--- config.mk ---
export PLATFORM = sky130hd
export DESIGN_NAME = decoder38_stream
export DESIGN_NICKNAME = d
export VERILOG_FILES = /design/src/rtl/decoder38_stream.sv
export SDC_FILE = /design/constraint.sdc
export NUM_CORES = 1
export LEC_CHECK = 0
export ABC_AREA = 0
export ABC_CLOCK_PERIOD_IN_PS = 5100
export BUFFER_PORTS_ARGS = -buffer_cell sky130_fd_sc_hd__buf_2
export CORE_UTILIZATION = 60
export CTS_BUF_LIST = sky130_fd_sc_hd__clkbuf_8
export CTS_CLUSTER_SIZE = 12
export DETAILED_ROUTE_END_ITERATION = 8
export GPL_TIMING_DRIVEN = 0
export PLACE_DENSITY = 0.82
export SYNTH_ARGS = -nofsm -noshare
export SYNTH_HDL_FRONTEND = slang
export SYNTH_SLANG_ARGS = --single-unit
--- constraint.sdc ---
create_clock -name clk -period 5.1 [get_ports clk]
set_input_delay 0.51 -clock clk [delete_from_list [all_inputs] [get_ports clk]]
set_output_delay 0.51 -clock clk [all_outputs]
set_load 0.02 [all_outputs]
--- src/rtl/decoder38_stream.sv ---
`default_nettype none
// ============================================================================
//  Module   : decoder38_stream
//  Purpose  : Streaming 3-to-8 one-hot decoder. 3-bit codes arrive over a
//             valid/ready handshake, are buffered in a small circular FIFO,
//             and are replayed as a registered one-hot byte that is held on
//             Out for HOLD_CYCLES clock cycles per code.
//  Ports    : clk        - single rising-edge clock
//             rst_n      - synchronous active-low reset
//             en         - output enable; gates only the start of new words
//             In         - 3-bit code to decode
//             in_valid   - In is valid this cycle
//             in_ready   - block can accept In this cycle
//             Out        - registered one-hot word (zero when idle)
//             out_valid  - Out holds a decoded word
//             fifo_level - number of buffered codes
//  Revision : 1.0 - initial release
// ============================================================================
module decoder38_stream #(
    parameter int DEPTH       = 4,   // FIFO entries, power of 2, >= 2
    parameter int HOLD_CYCLES = 1    // cycles per output word, 1..255
) (
    input  logic                     clk,
    input  logic                     rst_n,
    input  logic                     en,
    input  logic [2:0]               In,
    input  logic                     in_valid,
    output logic                     in_ready,
    output logic [7:0]               Out,
    output logic                     out_valid,
    output logic [$clog2(DEPTH):0]   fifo_level
);

    localparam int AW = $clog2(DEPTH);
    localparam int LW = AW + 1;

    localparam logic [LW-1:0] C_DEPTH       = LW'(DEPTH);
    localparam logic [7:0]    C_HOLD_RELOAD = 8'(HOLD_CYCLES - 1);

    localparam logic [0:0] S_IDLE  = 1'b0;
    localparam logic [0:0] S_DRIVE = 1'b1;

    // ------------------------------------------------------------------------
    // FIFO storage and bookkeeping
    // ------------------------------------------------------------------------
    logic [2:0]    r_mem [DEPTH];
    logic [AW-1:0] r_wptr;
    logic [AW-1:0] r_rptr;
    logic [LW-1:0] r_level;

    logic          w_push;
    logic          w_pop;
    logic [2:0]    w_head;
    logic          w_have_data;

    // Readiness depends only on registered level and rst_n; at full there is
    // deliberately no pass-through even when a pop happens in the same cycle.
    assign in_ready    = rst_n && (r_level < C_DEPTH);
    assign w_push      = in_valid && in_ready;
    assign w_head      = r_mem[r_rptr];
    assign w_have_data = (r_level != '0) && en;

    // Storage carries no reset; only the pointers and level define contents.
    always_ff @(posedge clk) begin
        if (w_push) begin
            r_mem[r_wptr] <= In;
        end
    end

    always_ff @(posedge clk) begin
        if (!rst_n) begin
            r_wptr  <= '0;
            r_rptr  <= '0;
            r_level <= '0;
        end else begin
            if (w_push) begin
                r_wptr <= r_wptr + AW'(1);
            end
            if (w_pop) begin
                r_rptr <= r_rptr + AW'(1);
            end
            case ({w_push, w_pop})
                2'b10:   r_level <= r_level + LW'(1);
                2'b01:   r_level <= r_level - LW'(1);
                default: r_level <= r_level;
            endcase
        end
    end

    // ------------------------------------------------------------------------
    // Output FSM: state register / next-state logic / output logic
    // ------------------------------------------------------------------------
    logic [0:0] r_state;
    logic [0:0] w_state_nxt;
    logic [7:0] r_out;
    logic [7:0] w_out_nxt;
    logic       r_valid;
    logic       w_valid_nxt;
    logic [7:0] r_hold;
    logic [7:0] w_hold_nxt;

    always_ff @(posedge clk) begin
        if (!rst_n) begin
            r_state <= S_IDLE;
            r_out   <= 8'h00;
            r_valid <= 1'b0;
            r_hold  <= 8'd0;
        end else begin
            r_state <= w_state_nxt;
            r_out   <= w_out_nxt;
            r_valid <= w_valid_nxt;
            r_hold  <= w_hold_nxt;
        end
    end

    // A pop in DRIVE happens on the last hold cycle so consecutive words are
    // back-to-back with no zero gap; en only blocks starting a new word.
    always_comb begin
        w_state_nxt = r_state;
        w_pop       = 1'b0;
        case (r_state)
            S_IDLE: begin
                if (w_have_data) begin
                    w_pop       = 1'b1;
                    w_state_nxt = S_DRIVE;
                end
            end
            S_DRIVE: begin
                if (r_hold == 8'd0) begin
                    if (w_have_data) begin
                        w_pop = 1'b1;
                    end else begin
                        w_state_nxt = S_IDLE;
                    end
                end
            end
            default: w_state_nxt = S_IDLE;
        endcase
    end

    always_comb begin
        w_out_nxt   = r_out;
        w_valid_nxt = r_valid;
        w_hold_nxt  = r_hold;
        if (w_pop) begin
            w_out_nxt   = 8'h01 << w_head;
            w_valid_nxt = 1'b1;
            w_hold_nxt  = C_HOLD_RELOAD;
        end else if (r_state == S_DRIVE) begin
            if (r_hold != 8'd0) begin
                w_hold_nxt = r_hold - 8'd1;
            end else begin
                w_out_nxt   = 8'h00;
                w_valid_nxt = 1'b0;
            end
        end
    end

    assign Out        = r_out;
    assign out_valid  = r_valid;
    assign fifo_level = r_level;

endmodule
`default_nettype wire

==> out/metrics.yaml, run 1 <==
vias: 1181
pre_cts_ws_ns: 2.202
cp-start-kind: "flip-flop"
crit_end: "fifo_level[2]$_SDFFE_PN0P_"
avgRoutedWirePerCell_um: 14.27
pwr-share-seq: 0.455
synthesis.area_um2: 1682
timing.hold.ws_ns: 0.4384
r2r.worst_path.cells: 13
synth.most_common_cell: "dfxtp_1"
crit_buf_inv: 4
grt_start_max_net_pins: 13
drive_gt1_frac: 0.1897
r2r_end: "fifo_level[2]$_SDFFE_PN0P_"
timing.fmax_ghz: 0.3392
drt-initial-drc-count: 19
p_clk_frac: 0.290
min_path_type: "in -> reg"
whs_path_depth: 1
cts-root-buf: "clkbuf_8"
final_cells: 204
slowest_delay_ns: 0.38
coreArea_um2: 2567
ys_top_cells_by_count: "dfxtp_1 (27), nor2_1 (16), edfxtp_1 (12)"
fin_crit_sh: 0.5781
crit_family: "simple AND/OR/NAND/NOR gates"
ys_ff_latch: 39
grt_pass1_wl_mm: 4.664
final.setup_skew_ns: 0.002335
worst_slew_pin_slew_ns: 0.6601
path_class: "reg -> reg"
portBuffers: 19
crit_path_end_kind: "flip-flop"
fin_crit_ns: 2.948
synthToLayoutAreaGrowth_pct: 14.29
outcome: "finished, final reports clean"
crit-reg2reg-launch: "r_hold[0]$_SDFFE_PP0P_"
ctsResizeCount: 0
fin_setup_tns_ns: 0
h-tree-depth: 2
grt_setup_unrepaired: "false"
finalHoldViolations: 0
dieArea_um2: 3018
syn-instance-count: 147
arrival_ns: 3.16
dr.pass1.iters: 4
antenna_found_initial: 0
synth_ff_type: "dfxtp_1"
die_x_um: 54.94
postRouteAntennaNets: 0
nets: 188
grtUsageTotal: 0.2250
final_util: 0.7485
power.static_leakage_nw: 0.7667
avgSynthCellArea_um2: 11.44
setup_viol: 0
dp_cells: 196
worstPathRequired_ns: 5.32
ff2ff_setup_slack_ns: 2.15
num-fill-cells: 192
finalInstanceArea_um2: 1922
initial_core_util: 0.6550
pwr_density_cell_nw_per_um2: 442.2
yosysWarnings: 0
drv_cap: 0
postCtsHoldBufs: 0
post-cts-setup-buffers: 0
diodes: 0
irDropWorstVdd_mv: 0.3572
via_per_inst: 5.789
setup_slack_ns: 2.152
synth_edf_count: 12
synth_top_cell_area_share: 0.3214
p_sw_frac: 0.3122
power_switching_uw: 265.3
slew_headroom: 0.5573
pin_count: 20
path_cells: "inv_1, ha_1, or3b_1, clkbuf_1, o21a_1, buf_6, nor2_1, ha_1, inv_1, fa_1, xor2_1, or3_1, a21oi_1"
clk_pin_slew_worst_paths_ns: 0.07
netlist_top_cells_area: "dfxtp_1 (32%), edfxtp_1 (21%), ha_1 (5.2%)"
power_uw: 849.9
yosysTopAreaCell: "dfxtp_1"
intPower_uw: 584.6
rows: 18
cp.depth: 13
cts_buffer_depth: 2
overflow: 0
ys_types: 40
cts_buffers: 5
hpwl_mm: 2.151
wirelength_mm: 2.912
combinationalPowerShare: 0.255
drcViolationCount: 0
synthesis.nets: 162
cpMaxStageDelayCell: "fa_1"
ys_seq_area_frac: 0.5357
die_h_um: 54.94
placed_area_um2: 1814
crit_start: "r_hold[0]$_SDFFE_PP0P_"
grt_pass1_vias: 1091
drv_slew: 0
clock-sinks: 39
synthArstFlopShare: 0
cp_max_fo: 10
cts_tree: "done"
clock_latency_ns: 0.29
gp_congestion: 0.7623
state kept, by name (all words and copies together), names as in the netlist, named ones only:
register    count
r_mem          12
Out             8
r_hold          8
fifo_level      3
r_rptr          2
r_wptr          2
out_valid       1
r_state         1
kinds of logic after synthesis:
family                     count (synthesis)  synth area share
AOI/OAI and AO/OA                         29            0.1235
xor gates and xnor gates                  10           0.05209
adders and majority gates                  8           0.06399
buffers and inverters                     13           0.03349
DFF                                       39            0.5357
muxes                                      4           0.04613
and+or+nand+nor                           44            0.1451
worst min-delay path by stage:
stage / from / end / slack, ns
after floorplan: r_rptr[1]$_SDFFE_PN0P_ / flip-flop / 0.45
after global placement: Out[3]$_SDFFE_PN0P_ / Out[3]$_SDFFE_PN0P_ / 0.44
after detailed placement: Out[0]$_SDFFE_PN0P_ / Out[0]$_SDFFE_PN0P_ / 0.44
after CTS: In[0] / r_mem[3][0]$_DFFE_PP_ / 0.43
after global routing: In[0] / r_mem[3][0]$_DFFE_PP_ / 0.43
final: In[0] / r_mem[3][0]$_DFFE_PP_ / 0.44
power by group through the flow:
stage                     Sequential, mW  Combinational (mW)  Clock (mW)
after floorplan                    0.410               0.139           0
after global placement             0.391               0.203           0
after detailed placement           0.394               0.213           0
after CTS                          0.387               0.217       0.250
after global routing               0.393               0.240       0.261
final                              0.387               0.216       0.246
cell usage in the layout (no fill, tap or decap), drive strengths merged, types with 2 or more instances in the layout:
| cell type | instances |
|---|---|
| clkbuf | 7 |
| edfxtp | 12 |
| and3 | 4 |
| o21ai | 5 |
| or4 | 2 |
| a211oi | 2 |
| nand2 | 4 |
| nor2 | 16 |
| clkinv | 2 |
| a22o | 2 |
| ha | 7 |
| xor2 | 8 |
| o2bb2ai | 4 |
| o211ai | 2 |
| dfxtp | 27 |
| or3 | 3 |
| mux4 | 3 |
| xnor2 | 2 |
| nand2b | 3 |
| a32o | 2 |
| nor3 | 3 |
| o31ai | 2 |
| a21oi | 7 |
| inv | 10 |
| buf | 20 |
per-layer routing:
metal,routed length (um),up-vias,GRT usage,part of all wire
li1,-,585,-,-
met1,1281,561,0.2588,0.44
met2,1481,29,0.3976,0.51
met3,118,6,0.06557,0.041
met4,31,0,0.07500,0.011
met5,0,-,0,0
cell type report:
cell class / count / area [um2] / share of cell area
sequential: 39 / 900.9 / 0.4688
multi-input combinational: 95 / 724.4 / 0.3770
timing repair buffer: 19 / 95.09 / 0.04948
clock buffer: 5 / 68.82 / 0.03581
clock inverter: 3 / 38.79 / 0.02018
inverter: 10 / 37.54 / 0.01953
tap: 30 / 37.54 / 0.01953
buffer: 3 / 18.77 / 0.009766
No activity file was read; power rests on OpenSTA's default activity.
==> run 2: changes to the inputs <==
--- a/config.mk
+++ b/config.mk
@@ -6,14 +6,14 @@
 export NUM_CORES = 1
 export LEC_CHECK = 0
 export ABC_AREA = 0
-export ABC_CLOCK_PERIOD_IN_PS = 5100
+export ABC_CLOCK_PERIOD_IN_PS = 2500
 export BUFFER_PORTS_ARGS = -buffer_cell sky130_fd_sc_hd__buf_2
-export CORE_UTILIZATION = 60
+export CORE_UTILIZATION = 53
 export CTS_BUF_LIST = sky130_fd_sc_hd__clkbuf_8
 export CTS_CLUSTER_SIZE = 12
 export DETAILED_ROUTE_END_ITERATION = 8
 export GPL_TIMING_DRIVEN = 0
-export PLACE_DENSITY = 0.82
+export PLACE_DENSITY = 0.77
 export SYNTH_ARGS = -nofsm -noshare
 export SYNTH_HDL_FRONTEND = slang
 export SYNTH_SLANG_ARGS = --single-unit
==> constraint.sdc (replaced) <==
create_clock -name clk -period 2.5 [get_ports clk]
set_input_delay 0.25 -clock clk [delete_from_list [all_inputs] [get_ports clk]]
set_output_delay 0.25 -clock clk [all_outputs]
set_load 0.02 [all_outputs]
==> run 2 against run 1 <==
The run now ends with negative setup slack left. Die area up 13%. Flip-flop and latch count unchanged. Highest routed layer unchanged. Setup slack worse by 2.2 ns. Clock power grew 100%. Combinational power is 130% higher. Critical endpoint unchanged.
==> out/metrics.yaml, run 2 (synthesis results as in run 1) <==
outcome: "complete, but fails checks"
failed_checks: "negative setup slack"
r2r_end: "fifo_level[2]$_SDFFE_PN0P_"
crit-reg2reg-launch: "r_hold[3]$_SDFFE_PP0P_"
portBuffers: 19  # unchanged
coreArea_um2: 3028  # +18%
grtUsageTotal: 0.2109  # -0.01407
gp_congestion: 0.7470  # -2.0%
cts_tree: "done"
irDropWorstVdd_mv: 0.6450  # +81%
timing.hold.ws_ns: 0.1659  # -0.2725 ns
slew_headroom: 0.4729  # -0.08437
dieArea_um2: 3402  # +13%
rows: 20  # +2
path_class: "reg -> reg"
drive_gt1_frac: 0.3000  # +0.1103
crit_end: "fifo_level[2]$_SDFFE_PN0P_"
clock_latency_ns: 0.29  # about the same
initial_core_util: 0.5554  # -0.09960
grt_pass1_vias: 1136  # +4.1%
power_mw: 1.791  # +110%
clk_pin_slew_worst_paths_ns: 0.07  # about the same
fin_crit_ns: 2.569  # -0.3797 ns
arrival_ns: 2.80  # -0.36 ns
cts_buffer_depth: 2  # unchanged
drv_slew: 0  # unchanged
cts-root-buf: "clkbuf_8"
worst_slew_pin_slew_ns: 0.7859  # +0.1258 ns
crit_path_end_kind: "flip-flop"
final_common_cell: "dfxtp_1"
num-fill-cells: 240  # +25%
via_per_inst: 5.330  # -7.9%
vias: 1194  # +1.1%
seqCellArea_um2: 904.6  # +0.42%
hpwl_mm: 2.087  # -3.0%
largest_reg_flops: 12  # unchanged
drcViolationCount: 0  # unchanged
finalHoldViolations: 0  # unchanged
pwr_density_cell_nw_per_um2: 876.1  # +98%
nets: 194  # +3.2%
cp-start-kind: "flip-flop"
final.setup_skew_ns: 0.006055  # +0.003721 ns
antenna_found_initial: 0  # unchanged
die_h_um: 58.33  # +6.2%
setup_slack_ns: -0.06855  # -2.220 ns
postRouteAntennaNets: 0  # unchanged
grt_start_max_net_pins: 13  # unchanged
setup_viol: 1  # +1
r2r.worst_path.cells: 9  # -4
drt-initial-drc-count: 56  # +37
clock-sinks: 39  # unchanged
avgRoutedWirePerCell_um: 14.04  # -1.6%
crit_start: "r_hold[3]$_SDFFE_PP0P_"
synthToLayoutAreaGrowth_pct: 21.58
grt_setup_unrepaired: "true"
grt_pass1_wl_mm: 5.133  # +10%
dr.pass1.iters: 4  # unchanged
timing.fmax_ghz: 0.3893  # +15%
diodes: 0  # unchanged
die_x_um: 58.33  # +6.2%
largest_register: "r_mem"
multi_input_area_um2: 780.7  # +7.8%
h-tree-depth: 2  # unchanged
ff2ff_setup_slack_ns: -0.07  # -2.22 ns
drv_cap: 0  # unchanged
power.static_leakage_nw: 0.8068  # +5.2%
cts_buffers: 5  # unchanged
worstPathRequired_ns: 2.73  # -2.59 ns
fin_setup_tns_ns: -0.06855  # -0.06855 ns
min_path_type: "in -> reg"
overflow: 0  # unchanged
pin_count: 20  # unchanged
mostFrequentLayoutCells: "dfxtp_1 (24), buf_2 (19), nor2_1 (15)"
fin_crit_sh: 1.027  # +0.4493
cp_max_fo: 6  # -4
wirelength_mm: 3.146  # +8.0%
==> run 2: changes by cell type in the layout (fill, tap and decap cells not counted), sizes merged <==
cell,previous run,this run
clkbuf,7,6
buf,20,27
==> run 2: repair_timing <==
action | CTS | global route
setup endpoints to repair | 2 | 2
pin swaps | 4 | 7
buffers inserted | 5 | 3
hold buffers | 0 | 0
resized for setup | 5 | 7
==> run 2: critical path, cell delays in order (launching register included) <==
cell and delay (ns):
dfxtp_2 0.35, or4_4 0.57, o21a_4 0.24, nor2_4 0.14
ha_4 0.15, inv_2 0.04, fa_2 0.37, xor2_2 0.16
or3_1 0.38, a21oi_2 0.11
==> run 2: worst min-delay path by stage <==
stage,cells past startpoint,start,end
after floorplan,0,In[0],r_mem[0][0]$_DFFE_PP_
after global placement,1,Out[0]$_SDFFE_PN0P_,Out[0]$_SDFFE_PN0P_
after detailed placement,1,Out[1]$_SDFFE_PN0P_,Out[1]$_SDFFE_PN0P_
after CTS,1,In[2],r_mem[3][2]$_DFFE_PP_
after global routing,1,In[1],r_mem[3][1]$_DFFE_PP_
final,1,In[2],r_mem[3][2]$_DFFE_PP_
==> run 2: where the power goes <==
part	switching (mW)	total [mW]	leakage, nW	internal, mW
combinational	0.284	0.499	0.422	0.216
clock	0.208	0.500	0.0556	0.292
sequential	0.0694	0.792	0.329	0.723
total	0.561	1.79	0.807	1.23
==> run 2: final cells by class <==
| class | instances | share of cell area |
|---|---|---|
| Tap cell | 44 | 0.02693 |
| Inverter | 10 | 0.01836 |
| Timing Repair Buffer | 27 | 0.07589 |
| Clock buffer | 5 | 0.03366 |
| Sequential cell | 39 | 0.4425 |
| Clock inverter | 3 | 0.01897 |
| Buffer | 1 | 0.001836 |
| Multi-Input combinational cell | 95 | 0.3819 |
==> run 2: routing by layer <==
layer | share of wire | global-route usage
met4 | 0.015 | 0.08163
met3 | 0.044 | 0.07473
met1 | 0.43 | 0.2442
met2 | 0.51 | 0.3596
met5 | 0 | 0
==> run 2: metrics by stage <==
step	std cells	util	setup WS (ns)	cell area, um2
5_1_grt	224	0.6752	-0.1494	2044
3_5_place_dp	210	0.6112	-0.2388	1851
2_1_floorplan	147	-	-0.06248	1700
6_report	224	0.6752	-0.06855	2044
3_3_place_gp	210	0.6112	-0.1596	1851
4_1_cts	223	0.6653	-0.09462	2014
==> run 3: changes to the inputs <==
--- a/config.mk
+++ b/config.mk
@@ -5,10 +5,10 @@
 export SDC_FILE = /design/constraint.sdc
 export NUM_CORES = 1
 export LEC_CHECK = 0
-export ABC_AREA = 0
+export ABC_AREA = 1
 export ABC_CLOCK_PERIOD_IN_PS = 2500
 export BUFFER_PORTS_ARGS = -buffer_cell sky130_fd_sc_hd__buf_2
-export CORE_UTILIZATION = 53
+export CORE_UTILIZATION = 54
 export CTS_BUF_LIST = sky130_fd_sc_hd__clkbuf_8
 export CTS_CLUSTER_SIZE = 12
 export DETAILED_ROUTE_END_ITERATION = 8
==> run 3 against run 2 <==
Combinational power up 28%. Largest cell class unchanged. The flow now finishes without violations. Non-clock buffer count shrank 5. Sequential power about the same. Highest routed layer unchanged. Clock power is 14% lower.
==> out/metrics.yaml, run 3 <==
outcome: "finished, final reports clean"
fin_setup_tns_ns: 0  # +0.06855 ns
diodes: 0  # unchanged
grt.met1_usage: 0.2595  # +0.01531
mostFrequentLayoutCells: "nand2_1 (64), nor2_1 (36), inv_1 (33)"
grtUsageTotal: 0.1944  # -0.01656
rows: 21  # +5.0%
synth_edf_count: 12  # unchanged
synthesis.area_um2: 1886  # +12%
final_cells: 319  # +42%
coreArea_um2: 3337  # +10%
arrival_ns: 2.42  # -0.38 ns
whs_path_depth: 1  # unchanged
die_x_um: 61.09  # +4.7%
dr.pass1.iters: 4  # unchanged
drive_gt1_frac: 0.1429  # -0.1571
finalHoldViolations: 0  # unchanged
synth_top_cell_area_share: 0.2867  # -0.03477
pin_count: 20  # unchanged
slowest_delay_ns: 0.39  # -0.18 ns
final_common_cell: "nand2_1"
grt_start_max_net_pins: 13  # unchanged
pwr_density_cell_nw_per_um2: 865.8  # -1.2%
dieArea_um2: 3732  # +9.7%
largest_reg_flops: 12  # unchanged
crit_path_end_kind: "flip-flop"
yosysWarnings: 0  # unchanged
slew_headroom: 0.6824  # +0.2095
drv_slew: 0  # unchanged
ff2ff_setup_slack_ns: 0.24  # +0.30 ns
drt-initial-drc-count: 49  # -13%
initial_core_util: 0.5651  # +0.009682
wirelength_mm: 3.415  # +8.6%
grt_pass1_vias: 1215  # +7.0%
use_met2: 0.3075  # -0.05215
cp-start-kind: "flip-flop"
clock-sinks: 39  # unchanged
cts_buffers: 5  # unchanged
ys_seq_area_frac: 0.4778  # -0.05794
largest_register: "r_mem"
cpMaxStageDelayCell: "fa_1"
path_class: "reg -> reg"
synthToLayoutAreaGrowth_pct: 13.74
gr-usage-met3: 0.05042  # -0.02431
gp_congestion: 0.7928  # +6.1%
synth_ff_type: "dfxtp_1"
r2r_end: "fifo_level[2]$_SDFFE_PN0P_"
crit-reg2reg-launch: "r_hold[0]$_SDFFE_PP0P_"
clock_latency_ns: 0.29  # about the same
nets: 287  # +48%
portBuffers: 19  # unchanged
worst_slew_pin_slew_ns: 0.4764  # -0.3095 ns
overflow: 0  # unchanged
synthesis.nets: 259  # +60%
dp_cells: 309  # +47%
drcViolationCount: 0  # unchanged
antenna_found_initial: 0  # unchanged
top_usage_layer: "met2"
cts_buffer_depth: 2  # unchanged
cts-root-buf: "clkbuf_8"
ys_types: 24  # -40%
netlist_top_cells_area: "dfxtp_1 (29%), edfxtp_1 (19%), nand2_1 (13%)"
setup_slack_ns: 0.2359  # +0.3044 ns
r2r.worst_path.cells: 13  # +4
avgRoutedWirePerCell_um: 10.71  # -24%
h-tree-depth: 2  # unchanged
postRouteAntennaNets: 0  # unchanged
path_cells: "inv_1, ha_1, nand2_1, o21ai_4, nand2_4, clkinv_4, ha_1, inv_1, fa_1, a21oi_1, o21ai_0, xor2_1, nor2_1"
cp_max_fo: 9  # +3
synthArstFlopShare: 0  # unchanged
holdCritStartpoint: "In[0]"
ys_ff_latch: 39  # unchanged
yosysTopAreaCell: "dfxtp_1"
final.setup_skew_ns: 0.005247  # -0.0008088 ns
avgSynthCellArea_um2: 7.728  # -32%
fin_crit_sh: 0.9057  # -0.1218
grt_pass1_wl_mm: 5.175  # +0.82%
die_h_um: 61.09  # +4.7%
drv_cap: 0  # unchanged
postCtsHoldBufs: 0  # unchanged
power.static_leakage_nw: 0.9689  # +20%
ctsResizeCount: 0  # -5
irDropWorstVdd_mv: 0.6201  # -3.9%
cts_tree: "done"
vias: 1565  # +31%
setup_viol: 0  # -1
via_per_inst: 4.906  # -8.0%
worstPathRequired_ns: 2.66  # -0.07 ns
ys_top_cells_by_count: "nand2_1 (64), nor2_1 (36), inv_1 (32)"
pre_cts_ws_ns: 0.07575  # +0.3145 ns
min_path_type: "in -> reg"
syn-instance-count: 244  # +66%
post-cts-setup-buffers: 0  # -5
synth.most_common_cell: "nand2_1"
holdPathEnd: "r_mem[2][0]$_DFFE_PP_"
clk_pin_slew_worst_paths_ns: 0.07  # about the same
fin_crit_ns: 2.264  # -0.3044 ns
hpwl_mm: 2.527  # +21%
timing.fmax_ghz: 0.4417  # +13%
grt_setup_unrepaired: "false"
## run 3: changes by cell type in the layout (fill, tap and decap cells not counted), sizes merged, moves of 4 or more
cell / delta
and3: -4
nor2: +23
xor2: -5
nand2: +64
o21ai: +6
buf: -5
inv: +23
o2bb2ai: -4
a21oi: +11
nand3: +16
## run 3: final cells by class
class                      count  area, um2
timing repair buffer          21      110.1
sequential                    39      900.9
fill                         304       1192
clock inverter                 2      8.758
buffer                         2      8.758
multi-input combinational    170      847.1
inverter                      33      128.9
clock buffer                   6      82.58
tap                           46      57.56
## run 3: worst max path at each step
| stage | cells past startpoint | slack (ns) | endpoint | from |
|---|---|---|---|---|
| floorplan | 13 | 0.34 | fifo_level[2]$_SDFFE_PN0P_ | r_hold[0]$_SDFFE_PP0P_ |
| global placement | 13 | 0.12 | fifo_level[2]$_SDFFE_PN0P_ | r_hold[0]$_SDFFE_PP0P_ |
| detailed placement | 13 | 0.08 | fifo_level[2]$_SDFFE_PN0P_ | r_hold[0]$_SDFFE_PP0P_ |
| CTS | 13 | 0.06 | fifo_level[2]$_SDFFE_PN0P_ | r_hold[0]$_SDFFE_PP0P_ |
| global route | 13 | 0.08 | fifo_level[2]$_SDFFE_PN0P_ | r_hold[0]$_SDFFE_PP0P_ |
| finish | 13 | 0.24 | fifo_level[2]$_SDFFE_PN0P_ | r_hold[0]$_SDFFE_PP0P_ |
## run 3: critical path: cells and delay by family (launching register included)
| kind | cells | cell delay [ns] |
|---|---|---|
| xor+xnor | 1 | 0.14 |
| compound gates | 3 | 0.42 |
| flops | 1 | 0.31 |
| simple gates | 3 | 0.29 |
| fa+ha+maj | 3 | 0.69 |
| buf+inv | 3 | 0.28 |
## run 3: logic make-up (layout without fill, tap and decap cells)
group	Yosys count	count (layout)	share of synthesized area
simple gates	128	128	0.2860
fa+ha+maj	8	8	0.05707
buf+inv	35	64	0.07299
compound gates	29	29	0.08295
flops	39	39	0.4778
xor+xnor	5	5	0.02323
## run 3: metal layers
layer | vias up | share of wire
li1 | 821 | -
met1 | 707 | 0.50
met2 | 33 | 0.44
met3 | 4 | 0.045
met4 | 0 | 0.010
met5 | - | 0
## run 3: through the flow
stage                     total power [mW]  hold WS, ns  cell area, um2    util
after global routing                 1.984       0.1662            2145  0.6427
after global placement               1.418       0.4540            2038  0.6108
after floorplan                      1.275       0.3489            1886       -
after CTS                            1.863       0.1685            2130  0.6382
final                                1.857       0.1755            2145  0.6427
after detailed placement             1.440       0.4581            2038  0.6108
## run 3: report_power, final
part | internal, mW | total [mW] | switching [mW]
registers | 0.736 | 0.789 | 0.0535
clock network | 0.218 | 0.428 | 0.210
logic | 0.200 | 0.640 | 0.440
total | 1.15 | 1.86 | 0.703
